===== config.mk =====
export PLATFORM = sky130hd
export DESIGN_NAME = bf_ctrl_gen
export DESIGN_NICKNAME = d
export VERILOG_FILES = /design/src/rtl/bf_pkg.sv /design/src/rtl/bf_prescaler.sv /design/src/rtl/bf_ctrl_gen.sv
export SDC_FILE = /design/constraint.sdc
export NUM_CORES = 1
export LEC_CHECK = 0
export ABC_CLOCK_PERIOD_IN_PS = 1830
export BUFFER_PORTS_ARGS = -buffer_cell sky130_fd_sc_hd__clkbuf_2
export CAP_MARGIN = 30
export CORE_ASPECT_RATIO = 0.5
export CORE_MARGIN = 5
export CORE_UTILIZATION = 45
export DETAILED_ROUTE_END_ITERATION = 7
export GPL_TIMING_DRIVEN = 0
export PLACE_DENSITY = 0.66
export SETUP_SLACK_MARGIN = 0.02
export SYNTH_ARGS = -nofsm -noshare
export SYNTH_HDL_FRONTEND = slang
export SYNTH_SLANG_ARGS = --single-unit

===== constraint.sdc =====
create_clock -name CLOCK -period 1.83 [get_ports CLOCK]
set_input_delay 0 -clock CLOCK [delete_from_list [all_inputs] [get_ports CLOCK]]
set_output_delay 0 -clock CLOCK [all_outputs]
set_load 0.005 [all_outputs]

===== src/rtl/bf_pkg.sv =====
// Shared constants and helpers for the beamformer control generator.
package bf_pkg;

  localparam logic [1:0] LO_POS  = 2'b01;
  localparam logic [1:0] LO_NEG  = 2'b10;
  localparam logic [1:0] LO_ZERO = 2'b00;

  localparam logic [1:0] SEL_COS1 = 2'd0;
  localparam logic [1:0] SEL_SIN1 = 2'd1;
  localparam logic [1:0] SEL_COS2 = 2'd2;
  localparam logic [1:0] SEL_SIN2 = 2'd3;

  // The four weight words held for one channel, indexed by SEL_*.
  typedef logic [3:0][7:0] ch_words_max_t;

  // Quadrature LO phase p: I = +1,0,-1,0 and Q = 0,+1,0,-1.
  function automatic logic [1:0] lo_i_of(input logic [1:0] p);
    case (p)
      2'd0:    lo_i_of = LO_POS;
      2'd2:    lo_i_of = LO_NEG;
      default: lo_i_of = LO_ZERO;
    endcase
  endfunction

  function automatic logic [1:0] lo_q_of(input logic [1:0] p);
    case (p)
      2'd1:    lo_q_of = LO_POS;
      2'd3:    lo_q_of = LO_NEG;
      default: lo_q_of = LO_ZERO;
    endcase
  endfunction

endpackage


===== src/rtl/bf_prescaler.sv =====
// Prescale strobe generator: one-cycle PS_STB every max(PS_RATIO,2) cycles.
module bf_prescaler #(
  parameter int PS_W = 4
) (
  input  logic            CLOCK,
  input  logic            RESET,
  input  logic [PS_W-1:0] PS_RATIO,
  output logic            PS_STB
);

  logic [PS_W-1:0] cnt;
  logic [PS_W-1:0] r_q;
  logic [PS_W-1:0] r_in;
  logic            wrap;

  assign r_in = (PS_RATIO < PS_W'(2)) ? PS_W'(2) : PS_RATIO;
  assign wrap = (cnt == r_q - PS_W'(1));

  // The ratio is latched only at the wrap so a period is never cut short.
  always_ff @(posedge CLOCK) begin
    if (RESET) begin
      cnt    <= '0;
      r_q    <= r_in;
      PS_STB <= 1'b0;
    end else if (wrap) begin
      cnt    <= '0;
      r_q    <= r_in;
      PS_STB <= 1'b0;
    end else begin
      cnt    <= cnt + PS_W'(1);
      PS_STB <= (cnt + PS_W'(1) == r_q - PS_W'(1));
    end
  end

endmodule


===== src/rtl/bf_ctrl_gen.sv =====
// Beamformer control generator: prescale strobe, quadrature LO and a
// double-buffered weight bank. Optional readback port: BF_WEIGHT_READBACK_EN.
module bf_ctrl_gen
  import bf_pkg::*;
#(
  parameter int NUM_CH = 8,
  parameter int W_BITS = 5,
  parameter int PS_W   = 4,
  parameter int CH_W   = 3
) (
  input  logic                     CLOCK,
  input  logic                     RESET,
  input  logic [PS_W-1:0]          PS_RATIO,
  input  logic                     WR_VALID,
  output logic                     WR_READY,
  input  logic [CH_W-1:0]          WR_CH,
  input  logic [1:0]               WR_SEL,
  input  logic [W_BITS-1:0]        WR_DATA,
  input  logic                     COMMIT_REQ,
  output logic                     COMMIT_ACK,
  output logic                     WR_ERR,
  output logic                     PS_STB,
  output logic [1:0]               LO_I,
  output logic [1:0]               LO_Q,
  output logic [NUM_CH*W_BITS-1:0] W_COS_1,
  output logic [NUM_CH*W_BITS-1:0] W_SIN_1,
  output logic [NUM_CH*W_BITS-1:0] W_COS_2,
  output logic [NUM_CH*W_BITS-1:0] W_SIN_2
`ifdef BF_WEIGHT_READBACK_EN
  ,
  input  logic [CH_W-1:0]          RD_CH,
  input  logic [1:0]               RD_SEL,
  output logic [W_BITS-1:0]        RD_DATA
`endif
);

  typedef logic [NUM_CH-1:0][3:0][W_BITS-1:0] bank_t;

  bank_t      shadow;
  bank_t      active;
  logic       pending;
  logic       wr_fire;
  logic       ch_ok;
  logic [1:0] lo_cnt;
  logic [1:0] lo_nxt;

  bf_prescaler #(.PS_W(PS_W)) u_prescaler (
    .CLOCK    (CLOCK),
    .RESET    (RESET),
    .PS_RATIO (PS_RATIO),
    .PS_STB   (PS_STB)
  );

  // Handshake: a write transfers on any edge where WR_VALID && WR_READY;
  // WR_READY drops while a commit is pending so the shadow bank is frozen.
  assign WR_READY   = !pending;
  assign wr_fire    = WR_VALID && !pending;
  assign ch_ok      = int'(WR_CH) < NUM_CH;
  assign COMMIT_ACK = pending && PS_STB;

  always_ff @(posedge CLOCK) begin
    if (RESET) begin
      shadow  <= '0;
      active  <= '0;
      pending <= 1'b0;
      WR_ERR  <= 1'b0;
    end else begin
      if (wr_fire) begin
        if (ch_ok) shadow[WR_CH][WR_SEL] <= WR_DATA;
        else       WR_ERR                <= 1'b1;
      end
      // The ack edge takes priority, so a request held through it is dropped.
      if (COMMIT_ACK) begin
        active  <= shadow;
        pending <= 1'b0;
      end else if (COMMIT_REQ) begin
        pending <= 1'b1;
      end
    end
  end

  assign lo_nxt = lo_cnt + 2'd1;

  always_ff @(posedge CLOCK) begin
    if (RESET) begin
      lo_cnt <= 2'd0;
      LO_I   <= lo_i_of(2'd0);
      LO_Q   <= lo_q_of(2'd0);
    end else begin
      lo_cnt <= lo_nxt;
      LO_I   <= lo_i_of(lo_nxt);
      LO_Q   <= lo_q_of(lo_nxt);
    end
  end

  for (genvar k = 0; k < NUM_CH; k++) begin : g_unpack
    assign W_COS_1[k*W_BITS +: W_BITS] = active[k][SEL_COS1];
    assign W_SIN_1[k*W_BITS +: W_BITS] = active[k][SEL_SIN1];
    assign W_COS_2[k*W_BITS +: W_BITS] = active[k][SEL_COS2];
    assign W_SIN_2[k*W_BITS +: W_BITS] = active[k][SEL_SIN2];
  end

`ifdef BF_WEIGHT_READBACK_EN
  always_ff @(posedge CLOCK) begin
    if (RESET)                     RD_DATA <= '0;
    else if (int'(RD_CH) < NUM_CH) RD_DATA <= active[RD_CH][RD_SEL];
    else                           RD_DATA <= '0;
  end
`endif

endmodule


# Word-level counts from Yosys, hierarchy flattened
# Cells that the tools add are included.
word_totals:
  register_bits: 336
  out_inout_bits: 168
  wordCells: 103
op_classes:
  addsub: 3
  order_cmp: 5
  n_eq_ne: 5
  n_mux: 10
  reduce_logical: 9
op_table:
  columns: ["op", "count"]
  rows:
  - ["$bwmux W160", 1]
  - ["$demux W20 S3", 1]
  - ["$mux W20", 1]
  - ["$mux W4", 3]
  - ["$demux W5 S2", 1]
  - ["$eq A4 B4 Y1", 2]
  - ["$pmux W2 S2", 2]
  - ["$mux W5", 1]
  - ["$add A4 B1 Y4 const B", 1]
  - ["$eq A2 B2 Y1 const B", 2]
  - ["$logic_and A1 B1 Y1", 4]
  - ["$lt A3 B4 Y1 const B", 1]
  - ["$lt A4 B2 Y1 const B", 1]
  - ["$reduce_or A2 Y1", 2]
  - ["$sub A4 B1 Y4 const B", 1]
  - ["$ge A3 B1 Y1 const B", 1]
  - ["$lt A2 B3 Y1 const B", 1]
  - ["$add A2 B1 Y2 const B", 1]
  - ["$eq A2 B1 Y1 const B", 1]
  - ["$ge A2 B1 Y1 const B", 1]
  - ["$logic_not A2 Y1", 1]
  - ["$reduce_bool A2 Y1", 1]
  - ["$logic_not A1 Y1", 1]

# Longest topological paths before layout
# Gate-level depths: netlist (run 1).
depth:
  word_depth: 7
  mapped_depth: 7
  ltp_nobuf: 6

# Modules after synthesis
# Synthesis (run 1) repeated with hierarchy kept, for this count alone.
unflattened:
  cells_unflattened: 1331
  hier_area_um2: 12497.0
by_module_without_submodules:
  columns: ["module", "instances", "cells_per_inst", "area_each_um2", "seq_area_each_um2"]
  rows:
  - ["bf_ctrl_gen", 1, 1291, 12037.8, 6546.3]
  - ["bf_prescaler", 1, 40, 459.2, 220.2]

# Worst setup path after synthesis (run 1)
# No wires, ideal clock.
synth_timing:
  path_kind: "register to register"
  startpoint: "register u_prescaler.r_q[0]"
  endpoint: "register u_prescaler.r_q[0], enable pin"
  setup_time_ps: 311
  arrival_time_ps: 1221
  required_ps: 1519
  setup_slack_ps: 298
  stages_incl_launch_ff: 6
  period_less_slack_ps: 1532
  path_cell_list: "edfxtp_1 -> inv_1 -> ha_1 -> xor2_1 -> xnor2_1 -> a31o_2"
synth_via:
  elab_chain_len: 3
synth_lines:
  columns: ["item", "line", "rtl"]
  rows:
  - ["start, declared", "bf_prescaler.sv:12", "logic [PS_W-1:0] r_q;"]
  - ["start signal, assigned", "bf_prescaler.sv:23", "r_q <= r_in;"]
  - ["start signal, assigned", "bf_prescaler.sv:27", "r_q <= r_in;"]
  - ["$sub A4 B1 Y4", "bf_prescaler.sv:17", "assign wrap = (cnt == r_q - PS_W'(1));"]
  - ["$eq A4 B4 Y1", "bf_prescaler.sv:17", null]
  - ["$reduce_bool A2 Y1 (no source line)", null, null]
# Every way passes these cells.
# A chain may end at the register's enable or synchronous reset.

# Final worst setup path (run 1)
layout_timing:
  startpoint: "register pending"
  endpoint: "register shadow[83] (netlist bit)"
layout_via:
  elab_chain_len: 2
layout_lines:
  columns: ["item", "line", "rtl"]
  rows:
  - ["start, declared", "bf_ctrl_gen.sv:41", "logic pending;"]
  - ["start signal, assigned", "bf_ctrl_gen.sv:65", "pending <= 1'b0;"]
  - ["start signal, assigned", "bf_ctrl_gen.sv:75", "pending <= 1'b0;"]
  - ["start signal, assigned", "bf_ctrl_gen.sv:77", "pending <= 1'b1;"]
  - ["$logic_not A1 Y1", "bf_ctrl_gen.sv:57", "assign wr_fire = WR_VALID && !pending;"]
  - ["$logic_and A1 B1 Y1", "bf_ctrl_gen.sv:57", null]
  - ["end signal, assigned", "bf_ctrl_gen.sv:63", "shadow <= '0;"]
  - ["end signal, assigned by index", "bf_ctrl_gen.sv:69", "if (ch_ok) shadow[WR_CH][WR_SEL] <= WR_DATA;"]
  - ["end, declared", "bf_ctrl_gen.sv:39", "bank_t shadow;"]
# Every way passes these cells.

==> results_dict.tcl, run 1 <==
set metrics [dict create \
    yosysWarnings 0 \
    start_util 0.4593 \
    critPathMaxStageDelay_ns 0.52 \
    synth_edf_count 4 \
    slew_viol_final 0 \
    whs_ns 0.01219 \
    finalNetCount 1672 \
    crit_arrival_ns 2.22 \
    powerDensity_nw_per_um2 972.5 \
    cts_buffers 30 \
    ir_drop_uv 654.6 \
    n_fill_cell 2427 \
    clock_skew_ns 0.02565 \
    power_uw 14280 \
    place_ws_ns -0.3357 \
    vias 10320 \
    path_delay_family "simple AND/OR/NAND/NOR gates" \
    fp.dieW_um 242.7 \
    layout_worst_path_cycle_share 0.9470 \
    synth.distinct_cells 39 \
    die-area_um2 30680 \
    max_freq_mhz 577.1 \
    rows 42 \
    utilization 0.5531 \
    synth_top_area_share 0.5453 \
    grt.overflow.total 0 \
    post-route-min-period_ns 1.733 \
    slowest_stage "nor4b_4" \
    p_leak_uw 0.005368 \
    ys_ff_latch 336 \
    grt_max_degree 16 \
    hp-class "primary input to register" \
    critPathMaxFanout 10 \
    via_per_inst 5.105 \
    dp_hpwl_mm 24.87 \
    rrSetupSlack_ns 0.1 \
    max_slew_margin 0.3419 \
    ys_seq_area_frac 0.5552 \
    ant_nets 0 \
    critPathKind "register to register" \
    dr.pass1.iters 5 \
    finalHoldViolCount 0 \
    yosysMostFrequentCell "nand2_1" \
    finalWirelength_mm 33.40 \
    cts-root-buf "clkbuf_16" \
    port_buffers 180 \
    cts.htree.levels 1 \
    gp_congestion 0.8491 \
    end_kind "register" \
    fp.coreArea_um2 26540 \
    clkTransAtPathRegs_ns 0.07 \
    route.detailed.drc 0 \
    syn_area_um2 12190 \
    synth_common_cells "nand2_1, dfxtp_1, a21oi_1, nor2_1, nand3_1" \
    setup_viol 0 \
    grtUsageTotal 0.2099 \
    grt_pass1_vias 10220 \
    worst_skew_pair.late_latency_ns 0.57 \
    wl_per_cell_um 16.53 \
    worstPathCellList "buf_4, nor4b_4, buf_2, nand3_1, a21oi_1" \
    drt_iter0_drc 731 \
    synthCells 1425 \
    num_antenna_cells 0 \
    worst-path-buf-inv 2 \
    cts_tree "built" \
    grt_setup_unrepaired "yes" \
    design_area_um2 14680 \
    required_ns 2.32 \
    io_pins 186 \
    worst_pin_slew_ns 0.9871 \
    syn_nets 1449 \
    synth_top_area_cell "dfxtp_1" \
    grt_antenna_before_repair 0 \
    syn_to_final_growth_pct 20.44 \
    ys.flop_type "dfxtp_1" \
    dpl-instance-area_um2 13530 \
    synthTopCellsByArea "dfxtp_1, nand2_1, a21oi_1, mux2i_1, nand3_1" \
    drv_cap 0 \
    fin_ws_ns 0.09705 \
    grt_pass1_wl_mm 53.25 \
    drive_gt1_frac 0.1756 \
    status "completed" \
    die_h_um 126.4 \
    cts_buffer_depth 3 \
    async_reset_ff_frac 0 \
    startpoint_type "register" \
    avgSynthCellArea_um2 8.553 \
    cts_sinks 336 \
]
==> sequential cells by signal, indices dropped and copies added (netlist names) <==
name	flops
shadow	160
W_COS_1	40
W_COS_2	40
W_SIN_1	40
W_SIN_2	40
u_prescaler.cnt	4
u_prescaler.r_q	4
LO_I	2
LO_Q	2
lo_cnt	2
pending	1
u_prescaler.PS_STB	1
==> kinds of logic after synthesis <==
family | after synthesis | synth area share
compound gates | 243 | 0.1006
xor+xnor | 12 | 0.008623
mux | 80 | 0.06570
other cells | 1 | 0.0003077
fa+ha+maj | 6 | 0.006159
buf+inv | 121 | 0.04271
flops | 336 | 0.5552
simple gates | 626 | 0.2207
==> layer usage <==
layer / share of wire / up-vias / global-route usage
met5: 0 / - / 0
met4: 0.021 / 0 / 0.04967
met3: 0.062 / 53 / 0.03993
met2: 0.47 / 241 / 0.3582
met1: 0.44 / 4900 / 0.2796
li1: - / 5124 / -
==> report_power, final <==
group | internal [µW] | switching [µW]
registers | 7380 | 37.3
clock network | 3450 | 2730
logic | 196 | 485
==> stage by stage <==
| stage | TNS, ns | instances |
|---|---|---|
| 2_1_floorplan | 0 | 1425 |
| 3_3_place_gp | -34.87 | 1957 |
| 3_5_place_dp | -37.27 | 1957 |
| 4_1_cts | -0.003638 | 2021 |
| 5_1_grt | -0.02027 | 2021 |
| 6_report | 0 | 2021 |
==> worst paths after layout <==
check        startpoint    endpoint  depth (start not counted)
max             pending  shadow[83]                          5
min               RESET   lo_cnt[0]                          2
max reg2reg     pending  shadow[83]                          5
min reg2reg   shadow[7]  W_SIN_1[2]                          2
==> what timing repair did <==
item | in CTS | in global routing
gates cloned | 0 | 0
setup endpoints to repair | 194 | 121
setup buffers | 0 | 1
gates resized for setup | 11 | 14
hold buffers | 11 | 0
endpoints found under the hold margin | 32 | 0
==> area by class of cell <==
| class | instances | area (µm²) | share of cell area |
|---|---|---|---|
| Clock buffer | 44 | 874.6 | 0.05958 |
| Tap cell | 352 | 440.4 | 0.03000 |
| Timing Repair Buffer | 192 | 1018 | 0.06938 |
| Buffer | 113 | 511.7 | 0.03486 |
| Multi-Input combinational cell | 968 | 4952 | 0.3374 |
| Clock inverter | 9 | 83.83 | 0.005711 |
| Inverter | 7 | 31.28 | 0.002131 |
| Sequential cell | 336 | 6766 | 0.4610 |
==> layout by cell type (no fill, tap or decap), drive strengths merged, types with 3 or more instances in the layout <==
cell type    Yosys  layout
inv              7       7
clkbuf          77     300
nor3b            4       4
xor2             6       6
xnor2            6       6
mux2i           80      80
nand3b           3       3
buf             37      38
dlygate4sd3      0      11
edfxtp           4       4
a21oi          240     240
nor3             4       4
nor2           103     103
dfxtp          332     332
ha               6       6
clkinv           0       7
nand2          417     417
nand3           83      83
(Power assumes the default switching activity.)
==> run 2: changes to the inputs <==
==> constraint.sdc (replaced) <==
create_clock -name CLOCK -period 1.83 [get_ports CLOCK]
set_input_delay 0.366 -clock CLOCK [delete_from_list [all_inputs] [get_ports CLOCK]]
set_output_delay 0.366 -clock CLOCK [all_outputs]
set_load 0.005 [all_outputs]
==> run 2 against run 1 <==
  * The run now ends with setup timing left
  * Global-route usage is 0.11 points higher
  * Wire length is 1.2% higher
  * Clock-buffer cell count stayed put
  * Worst hold slack better by 0.052 ns
  * Setup slack worse by 0.098 ns
  * Clock power hardly changed
  * Via count is 0.45% higher
  * Fmax is 5.3% lower
  * Critical path depth stayed put
  * Cell count is 0.30% lower
  * Critical path type is now register to output port
==> results_dict.tcl, run 2 (synthesis gave the netlist of run 1 again) <==
set metrics [dict create \
    setup_viol 1 \
    grt.overflow.total 0 \
    fp.dieW_um 242.7 \
    max_freq_mhz 546.3 \
    ant_nets 0 \
    critPathMaxStageDelay_ns 0.36 \
    max_slew_margin 0.4529 \
    required_ns 1.46 \
    cts.htree.levels 1 \
    drt_iter0_drc 693 \
    layout_worst_path_cycle_share 1.000 \
    regMostFlops "shadow" \
    worst_skew_pair.late_latency_ns 0.56 \
    port_buffers 180 \
    drive_gt1_frac 0.1864 \
    finalNetCount 1666 \
    cts_tree "built" \
    fp.coreArea_um2 26540 \
    grt_antenna_before_repair 0 \
    end_kind "output port" \
    worst-path-buf-inv 4 \
    slew_viol_final 0 \
    drv_cap 0 \
    via_per_inst 5.143 \
    dpl.cell_count 1957 \
    fin_ws_ns -0.0004484 \
    ir_drop_uv 656.4 \
    post-route-min-period_ns 1.830 \
    p_leak_uw 0.005383 \
    die-area_um2 30680 \
    grt_pass1_vias 10180 \
    dpl-instance-area_um2 13530 \
    grt_max_degree 16 \
    path_delay_family "buffers and inverters" \
    worstPathCellList "buf_8, nand2_8, inv_8, clkbuf_16, buf_6" \
    clkTransAtPathRegs_ns 0.07 \
    vias 10360 \
    worst_pin_slew_ns 0.8206 \
    finalWirelength_mm 33.78 \
    largest_reg_flops 160 \
    die_h_um 126.4 \
    slowest_stage "dfxtp_4" \
    grt_pass1_wl_mm 53.36 \
    layout_commonest_cell "nand2_1" \
    wl_per_cell_um 16.77 \
    num_antenna_cells 0 \
    cts-root-buf "clkbuf_16" \
    io_pins 186 \
    design_area_um2 14650 \
    gp_congestion 0.8491 \
    start_util 0.4593 \
    final_cell_mix "nand2_1, dfxtp_1, a21oi_1" \
    cts_buffers 30 \
    fin_cells 2015 \
    crit_arrival_ns 1.46 \
    status "complete, but fails checks" \
    startpoint_type "register" \
    hp-class "primary input to register" \
    violations "setup timing" \
    cts_sinks 336 \
    dp_hpwl_mm 24.87 \
    cts_buffer_depth 3 \
    syn_to_final_growth_pct 20.23 \
    clock_skew_ns 0.02172 \
    rows 42 \
    grtUsageTotal 0.2109 \
    holdBufCountCts 0 \
    route.detailed.drc 0 \
    utilization 0.5522 \
    critPathKind "register to output port" \
    finalHoldViolCount 0 \
    critPathMaxFanout 10 \
    power_uw 14270 \
    grt_setup_unrepaired "yes" \
    dr.pass1.iters 5 \
    powerDensity_nw_per_um2 973.7 \
]
run 2: final cells by class:
class | instances | area, µm²
Sequential cell | 336 | 6770
Buffer | 113 | 545.5
Clock buffer | 44 | 874.6
Inverter | 7 | 33.78
Tap cell | 352 | 440.4
Timing Repair Buffer | 186 | 969.7
Fill cell | 2426 | 11880
Multi-Input combinational cell | 968 | 4936
Clock inverter | 9 | 83.83
run 2: final timing paths:
path,from,endpoint,slack [ns],depth (start not counted)
setup / recovery,pending,COMMIT_ACK,-0.0004,5
hold / removal,COMMIT_REQ,pending,0.06,3
setup reg to reg,pending,shadow[116],0.02,5
hold reg to reg,shadow[89],W_SIN_1[24],0.45,2
run 2: what timing repair did:
action                     4_1_cts  5_1_grt
setup endpoints to repair      194      114
resized for setup               17       29
hold endpoints to repair         0        0
setup buffers                    2        3
gates cloned                     0        1
run 2: layer usage:
| layer | track usage | part of all wire | vias to the layer above |
|---|---|---|---|
| li1 | - | - | 5124 |
| met1 | 0.2806 | 0.45 | 4948 |
| met2 | 0.3575 | 0.48 | 240 |
| met3 | 0.04140 | 0.056 | 52 |
| met4 | 0.05400 | 0.021 | 0 |
| met5 | 0 | 0 | - |
run 2: worst min-delay path: cells and delay by family:
family | cells | cell delay, ns
AND/OR/NAND/NOR | 2 | 0.14
buffers and inverters | 1 | 0.08
run 2: report_power, final:
| part | switching [µW] | leakage, µW | internal, µW |
|---|---|---|---|
| logic | 485 | 0.00220 | 197 |
| clock network | 2720 | 0.000472 | 3450 |
| registers | 40.3 | 0.00272 | 7380 |
| total | 3250 | 0.00538 | 11000 |
run 2: through the flow:
stage                     hold WS (ns)    TNS [ns]  setup slack (ns)
after floorplan                 0.4312           0            0.2614
after global placement          0.4385      -85.25           -0.5347
final                          0.06406  -0.0004484        -0.0004484
after detailed placement        0.4454      -85.40           -0.5311
after CTS                      0.06096    -0.04797          -0.04797
after global routing           0.09680     -0.4727          -0.05991
==> run 3: changes to the inputs <==
CORE_UTILIZATION = 35   (was 45)
CTS_CLUSTER_DIAMETER = 30   (was not set)
PLACE_DENSITY = not set   (was 0.66)
SETUP_SLACK_MARGIN = not set   (was 0.02)
==> run 3 against run 2 <==
  * Sequential share of layout area down 2.3 points
  * Cell count up 7.8%
  * Critical path depth up 1
  * The flow now finishes without violations
  * Power up 20%
  * Critical endpoint is now W_COS_1[16]
  * Clock skew down 0.0087 ns
  * First-iteration DRC count down 3.9%
  * Sequential power about the same
  * Setup slack better by 0.040 ns
  * Global-route usage down 3.8 points
==> results_dict.tcl, run 3 (synthesis gave the netlist of run 1 again) <==
set metrics [dict create \
    status "completed" \
    worst_skew_pair.late_latency_ns 0.55 \
    grt_setup_unrepaired "yes" \
    fp.coreArea_um2 34410 \
    wl_per_cell_um 15.95 \
    critPathMaxStageDelay_ns 0.44 \
    grtUsageTotal 0.1729 \
    grt_antenna_before_repair 1 \
    crit_arrival_ns 2.26 \
    dr.pass1.iters 5 \
    whs_ns 0.1262 \
    ir_drop_uv 530.4 \
    clock_skew_ns 0.01299 \
    die_h_um 142.0 \
    slew_viol_final 0 \
    setup_viol 0 \
    cts.htree.levels 2 \
    startpoint_type "register" \
    cts_buffer_depth 3 \
    holdBufCountCts 0 \
    layout_commonest_cell "nand2_1" \
    end_kind "register" \
    slowest_stage "buf_2" \
    hp-class "primary input to register" \
    port_buffers 180 \
    via_per_inst 4.694 \
    layout_worst_path_cycle_share 0.9783 \
    ant_nets 0 \
    critPathMaxFanout 11 \
    rows 48 \
    drive_gt1_frac 0.2034 \
    max_slew_margin 0.4952 \
    finalWirelength_mm 34.65 \
    final_cell_mix "nand2_1, dfxtp_1, a21oi_1" \
    utilization 0.4485 \
    start_util 0.3542 \
    grt_max_degree 15 \
    gp_congestion 0.7742 \
    finalHoldViolCount 0 \
    path_delay_family "buffers and inverters" \
    max_freq_mhz 558.6 \
    vias 10200 \
    post-route-min-period_ns 1.790 \
    drt_iter0_drc 666 \
    cts_tree "built" \
    cts_buffers 47 \
    worstPathCellList "buf_6, nand2_8, buf_2, buf_1, nand2_1, a21oi_1" \
    grt.overflow.total 0 \
    largest_reg_flops 160 \
    worst_pin_slew_ns 0.7572 \
    clkTransAtPathRegs_ns 0.06 \
    regMostFlops "shadow" \
    grt_pass1_wl_mm 53.85 \
    cts_sinks 336 \
    io_pins 186 \
    grt_pass1_vias 9807 \
    drv_cap 0 \
    required_ns 2.30 \
    cts-root-buf "clkbuf_16" \
    finalNetCount 1684 \
    p_leak_uw 0.005656 \
    powerDensity_nw_per_um2 1112 \
    worst-path-buf-inv 3 \
    route.detailed.drc 0 \
    critPathKind "register to register" \
    die-area_um2 38880 \
    dp_hpwl_mm 24.72 \
    fp.dieW_um 273.9 \
    syn_to_final_growth_pct 26.63 \
]
run 3: worst paths after layout:
kind / start / endpoint / slack [ns] / cells after the start
worst max-delay path: pending / W_COS_1[16] / 0.04 / 6
worst min-delay path: PS_RATIO[1] / u_prescaler.r_q[1] / 0.13 / 2
worst max register to register: pending / W_COS_1[16] / 0.04 / 6
worst min register to register: shadow[94] / W_COS_2[24] / 0.44 / 2
run 3: area by class of cell:
cell class / instances / area [µm²]
Antenna cell: 2 / 5.005
Buffer: 113 / 524.3
Clock buffer: 54 / 1264
Clock inverter: 31 / 329.1
Fill cell: 3476 / 18980
Inverter: 7 / 33.78
Multi-Input combinational cell: 968 / 4956
Sequential cell: 336 / 6768
Tap cell: 475 / 594.3
Timing Repair Buffer: 187 / 959.7
run 3: metrics by stage:
stage | power (µW) | TNS [ns] | instance area, µm² | cells | worst slack (ns)
3_5_place_dp | 8230 | -114.38 | 13680 | 2080 | -0.6422
3_3_place_gp | 8226 | -112.47 | 13680 | 2080 | -0.6167
6_report | 17160 | 0 | 15430 | 2173 | 0.03971
2_1_floorplan | 8001 | 0 | 12190 | 1425 | 0.2614
5_1_grt | 17770 | -0.06855 | 15430 | 2172 | -0.02508
4_1_cts | 17320 | -0.04305 | 15350 | 2168 | -0.01589
run 3: routing by layer:
metal	global-route usage	share of wire
met1	0.2175	0.45
met2	0.3014	0.49
met3	0.03318	0.039
met4	0.05887	0.024
met5	0	0
run 3: what timing repair did:
item	in CTS	in global routing
endpoints found under the setup margin	174	116
resized for setup	16	21
buffers inserted	3	4
run 3: report_power, final:
| part | leakage [µW] | switching, µW | internal [µW] |
|---|---|---|---|
| Combinational | 0.00218 | 495 | 192 |
| Clock | 0.000765 | 3460 | 5590 |
| Sequential | 0.00272 | 36.9 | 7390 |
